[src/rtl/button_conditioner.sv]
// rtl/button_conditioner.sv - multi-channel button synchroniser, debouncer, edge/hold/repeat detector
module button_conditioner #(
    parameter int N_CH            = 3,
    parameter int ID_W            = 2,
    parameter int ACTIVE_LOW      = 0,
    parameter int DEBOUNCE_CYCLES = 500000,
    parameter int CNT_W           = 20,
    parameter int HOLD_CYCLES     = 50000000,
    parameter int REPEAT_CYCLES   = 10000000,
    parameter int HOLD_W          = 26
) (
    input  logic            CLK,
    input  logic            RESET,
    input  logic [N_CH-1:0] btn_in,
    output logic [N_CH-1:0] level,
    output logic [N_CH-1:0] press,
    output logic [N_CH-1:0] release_pulse,
    output logic [N_CH-1:0] held,
    output logic [N_CH-1:0] repeat_pulse,
    output logic            any_press,
    output logic [ID_W-1:0] press_id
);

    localparam logic [N_CH-1:0]   INV_MASK  = (ACTIVE_LOW != 0) ? {N_CH{1'b1}} : {N_CH{1'b0}};
    localparam logic [CNT_W-1:0]  DB_LAST   = CNT_W'(DEBOUNCE_CYCLES - 1);
    localparam logic [CNT_W-1:0]  DB_ONE    = CNT_W'(1);
    localparam logic [HOLD_W-1:0] HOLD_LAST = HOLD_W'(HOLD_CYCLES - 1);
    localparam logic [HOLD_W-1:0] RPT_LAST  = HOLD_W'((REPEAT_CYCLES > 0) ? REPEAT_CYCLES - 1 : 0);
    localparam logic [HOLD_W-1:0] HOLD_ONE  = HOLD_W'(1);

    localparam bit PARAMS_OK =
        (N_CH >= 1) && (N_CH <= 16) &&
        (DEBOUNCE_CYCLES >= 2) && (HOLD_CYCLES >= 1) && (REPEAT_CYCLES >= 0) &&
        ((64'd1 << ID_W)   >= 64'(N_CH)) &&
        ((64'd1 << CNT_W)  >  64'(DEBOUNCE_CYCLES)) &&
        ((64'd1 << HOLD_W) >  64'(HOLD_CYCLES)) &&
        ((64'd1 << HOLD_W) >  64'(REPEAT_CYCLES));

    logic [N_CH-1:0]   s0;
    logic [N_CH-1:0]   s1;
    logic [N_CH-1:0]   db_done;
    logic [CNT_W-1:0]  db_cnt   [N_CH];
    logic [HOLD_W-1:0] hold_cnt [N_CH];

    always @(posedge CLK) begin
        assert (PARAMS_OK) else $error("button_conditioner: illegal parameter combination");
    end

    // A channel's level flips when s1 has disagreed on this edge and the DEBOUNCE_CYCLES-1 before it
    always_comb begin
        db_done = '0;
        for (int i = 0; i < N_CH; i++) begin
            db_done[i] = (s1[i] != level[i]) && (db_cnt[i] == DB_LAST);
        end
    end

    always_ff @(posedge CLK) begin
        if (RESET) begin
            s0            <= '0;
            s1            <= '0;
            level         <= '0;
            press         <= '0;
            release_pulse <= '0;
            held          <= '0;
            repeat_pulse  <= '0;
            for (int i = 0; i < N_CH; i++) begin
                db_cnt[i]   <= '0;
                hold_cnt[i] <= '0;
            end
        end else begin
            s0            <= btn_in ^ INV_MASK;
            s1            <= s0;
            press         <= '0;
            release_pulse <= '0;
            repeat_pulse  <= '0;
            for (int i = 0; i < N_CH; i++) begin
                if (s1[i] == level[i] || db_done[i]) begin
                    db_cnt[i] <= '0;
                end else begin
                    db_cnt[i] <= db_cnt[i] + DB_ONE;
                end

                if (db_done[i]) begin
                    level[i]         <= ~level[i];
                    press[i]         <= ~level[i];
                    release_pulse[i] <= level[i];
                end

                // After the hold threshold the same counter paces repeats; a falling edge wins over both
                if (!level[i] || db_done[i]) begin
                    hold_cnt[i] <= '0;
                    held[i]     <= 1'b0;
                end else if (!held[i]) begin
                    if (hold_cnt[i] == HOLD_LAST) begin
                        held[i]         <= 1'b1;
                        repeat_pulse[i] <= 1'b1;
                        hold_cnt[i]     <= '0;
                    end else begin
                        hold_cnt[i] <= hold_cnt[i] + HOLD_ONE;
                    end
                end else if (REPEAT_CYCLES > 0) begin
                    if (hold_cnt[i] == RPT_LAST) begin
                        repeat_pulse[i] <= 1'b1;
                        hold_cnt[i]     <= '0;
                    end else begin
                        hold_cnt[i] <= hold_cnt[i] + HOLD_ONE;
                    end
                end
            end
        end
    end

    always_comb begin
        any_press = |press;
        press_id  = '0;
        for (int i = N_CH - 1; i >= 0; i--) begin
            if (press[i]) begin
                press_id = ID_W'(i);
            end
        end
    end

endmodule

[config.mk]
export PLATFORM = sky130hd
export DESIGN_NAME = button_conditioner
export DESIGN_NICKNAME = d
export VERILOG_FILES = /design/src/rtl/button_conditioner.sv
export SDC_FILE = /design/constraint.sdc
export NUM_CORES = 1
export LEC_CHECK = 0
export CAP_MARGIN = 0
export CORE_MARGIN = 2
export CORE_UTILIZATION = 62
export DETAILED_ROUTE_END_ITERATION = 10
export HOLD_SLACK_MARGIN = 0.15
export PLACE_DENSITY = 0.81
export SETUP_SLACK_MARGIN = 0.05
export SLEW_MARGIN = 0
export SYNTH_ARGS = -nofsm -noshare
export SYNTH_HDL_FRONTEND = slang
export SYNTH_SLANG_ARGS = --single-unit
[constraint.sdc]
create_clock -name CLK -period 2.25 [get_ports CLK]
set_input_delay 0.225 -clock CLK [delete_from_list [all_inputs] [get_ports CLK]]
set_output_delay 0.225 -clock CLK [all_outputs]
set_load 0.03 [all_outputs]
==> summary.txt <==
first-pass GRT wire length: 26,990 µm
H-tree depth: 4
Die X: 120.0 µm
critical path's slowest cell: or4b_4
DRT Wirelength: 16,020 µm
PortBufs: 22
Worst-Margin Slew: 0.4885 ns
CP top delay family: simple AND/OR/NAND/NOR gates
vias per cell: 5.306
clock sinks: 159
crit share post-route: 90.11%
I/O pin total: 23
Synth-to-Final Area Change: 21.01%
layout cells sized above 1: 8.225%
Power Dens Cells: 654.2 nW/µm²
clk_skew: 0.008034 ns
Routed wire per std cell: 13.66 µm
Min-Delay Path Depth: 2
initial core utilization: 63.30%
Yosys top cell area share: 49.63%
Syn Area/Cell: 10.64 µm²
MaxCap Viol Count: 0
Crit Path Category: flop to flop
clock share of power: 44.9%
max-slew violations: 0
Post-Syn Area: 8349 µm²
Die ar.: 14,410 µm²
total track usage: 23.34%
Static Leakage: 3.630 nW
final setup TNS: 0 ns
worst reg-to-reg setup slack: 0.22 ns
DRC: 0
nets: 995
Net Switching: 1.433 mW
Clk Latency, worst-skew pair: 0.43 ns
sequential share of power: 51.7%
synth warn: 0
CTS clk-pin slew, worst paths: 0.06 ns
HP Class: primary input to flop
hold wc startpoint: btn_in[1]
Inserted Clock Buffers: 17
worst r2r src: hold_cnt[0][8]
routability cong.: 0.8418
CP max stage delay: 0.56 ns
largest cells by area after synthesis: edfxtp_1 50%, xor2_1 8.8%, nor2_1 7.5%
cell type with the largest total area after synthesis: edfxtp_1
core footprint: 13,190 µm²
Rows: 42
GRT overflow: 0
crit-path cells: or4b_4 > nor4_4 > o211ai_1 > nand2b_1 > buf_4 > nor2_1
RSZ-0062 raised after global routing: yes
flip-flop and latch count after synthesis: 159
Period minus WS final: 2.028 ns
post-synth cell types: 51
R2R cell count: 6
Pwr Total: 6.609 mW
Final Hold Fails: 0
post-synthesis cell count: 785
ANT cells: 0
fmax: 0.4932 GHz
largest net degree at the start of global routing: 20
worst hold endpoint: s0[1]
Reg2Reg Capture Point: hold_cnt[0][14]
clock root cell: clkbuf_16
Int Power: 5.176 mW
peak supply drop: 581.8 µV
detailed placement HPWL: 11,130 µm
Clock Path Buffers: 2
Max FO, Critical Path: 13
post-synthesis sequential area ratio: 54.67%
Arr. time, crit path: 2.20 ns
status: completed
initial drt markers: 477
crit start category: flop
Gate power share: 3.4%
total number of vias: 6,224
Buf/Inv on CP: 1
clock tree from TritonCTS: built
antenna-violating nets left: 0
Die Y: 120.0 µm
Slew HR: 66.99%
Worst Path Required: 2.43 ns
vias in the first global route: 5,949
Switching Share: 21.68%
first-pass iteration count of the detailed router: 5
final setup violation count: 0
crit end category: flop
initial antenna violation count: 0
[sequential cells by signal (all words and copies together), names as in the netlist]
signal / flops
held: 3
s1: 3
hold_cnt: 78
press: 3
db_cnt: 60
repeat_pulse: 3
level: 3
s0: 3
release_pulse: 3
[layout make-up]
type                       count  area, µm²
multi-input combinational    727       4110
fill                         903       3087
clock buffer                  22      486.7
clock inverter                10      126.4
inverter                      16      60.06
timing repair buffer          63      535.5
sequential                   159       4564
tap                          176      220.2
[worst reg2reg max path: stages (launching register included)]
cell and delay (ns):
edfxtp_1 0.40, or4b_4 0.56, nor4_4 0.28, o211ai_1 0.16
nand2b_1 0.11, buf_4 0.20, nor2_1 0.07
[power by group through the flow]
stage / Combinational (mW) / Clock (mW) / Sequential [mW]
after global placement: 0.206 / 0 / 3.47
after detailed placement: 0.209 / 0 / 3.48
final: 0.227 / 2.97 / 3.42
after CTS: 0.213 / 2.99 / 3.41
after global routing: 0.258 / 3.11 / 3.43
after floorplan: 0.165 / 0 / 3.45
[cells in the mapped netlist, drive strengths merged]
master / instances
a211oi: 1
a21o: 1
a21oi: 3
a31oi: 1
a41oi: 1
and2: 5
and3: 25
and4: 13
and4b: 1
and4bb: 1
buf: 13
clkbuf: 7
conb: 1
dfxtp: 21
edfxtp: 138
ha: 6
inv: 16
nand2: 39
nand2b: 3
nand3: 62
nand4: 50
nand4b: 2
nand4bb: 1
nor2: 167
nor2b: 11
nor3: 22
nor3b: 5
nor4: 14
nor4b: 3
nor4bb: 4
o2111ai: 1
o211ai: 2
o21ai: 2
o31ai: 3
o41ai: 3
or2: 1
or3: 5
or4: 1
or4b: 2
or4bb: 1
xnor2: 43
xor2: 84
[cell families (layout without fill, tap and decap cells)]
family | after synthesis | after routing | share of synthesized area [%]
xor+xnor | 127 | 127 | 13.32
buf+inv | 36 | 111 | 2.428
fa+ha+maj | 6 | 6 | 0.8991
compound gates | 18 | 18 | 1.679
flops | 159 | 159 | 54.67
other cells | 1 | 138 | 0.04491
simple gates | 438 | 438 | 26.96
[layout by cell type (no fill, tap or decap), types with 5 or more instances in the layout]
master / count
ha_1: 6
conb_1: 138
nor2_1: 166
clkbuf_16: 19
clkdlybuf4s50_1: 22
nand4_1: 49
nor2b_1: 11
nor3_1: 22
nand3_1: 62
and2_1: 5
and4_1: 13
and3_1: 25
nor3b_1: 5
nor4_1: 11
inv_1: 16
xnor2_1: 43
nand2_1: 37
or3_1: 5
dfxtp_1: 21
edfxtp_1: 138
xor2_1: 84
buf_4: 39
[worst max path at each step]
| stage | from | endpoint | slack, ns | depth (start not counted) |
|---|---|---|---|---|
| 2_1_floorplan | hold_cnt[0][8] | hold_cnt[0][24] | 0.27 | 7 |
| 3_3_place_gp | db_cnt[1][9] | db_cnt[1][11] | 0.21 | 5 |
| 3_5_place_dp | db_cnt[0][11] | db_cnt[0][3] | 0.16 | 5 |
| 4_1_cts | db_cnt[0][11] | db_cnt[0][3] | 0.14 | 5 |
| 5_1_grt | hold_cnt[2][14] | hold_cnt[2][0] | 0.05 | 6 |
| 6_report | hold_cnt[0][8] | hold_cnt[0][14] | 0.22 | 6 |
[per-layer routing]
| layer | vias to the layer above | part of all wire (%) | global-route usage, % |
|---|---|---|---|
| li1 | 3100 | - | - |
| met1 | 2960 | 45 | 29.96 |
| met2 | 140 | 50 | 39.13 |
| met3 | 24 | 4.3 | 4.705 |
| met4 | 0 | 1.4 | 8.824 |
| met5 | - | 0 | 0 |
[through the flow]
stage | setup WS [ns] | cells | area, µm² | hold slack [ns] | util (%)
finish | 0.2224 | 1173 | 10100 | 0.3596 | 76.60
global route | 0.04619 | 1173 | 10100 | 0.3694 | 76.60
CTS | 0.1413 | 1171 | 10070 | 0.3489 | 76.32
detailed placement | 0.1582 | 1139 | 9454 | 0.4341 | 71.68
global placement | 0.2129 | 1139 | 9454 | 0.4174 | 71.68
floorplan | 0.2693 | 922 | 8864 | 0.3532 | -
[what timing repair did]
action	4_1_cts	5_1_grt
buffers inserted	0	2
hold buffers	0	0
resized for setup	0	6
setup endpoints to repair	0	67
No activity file was read; power rests on OpenSTA's default activity.
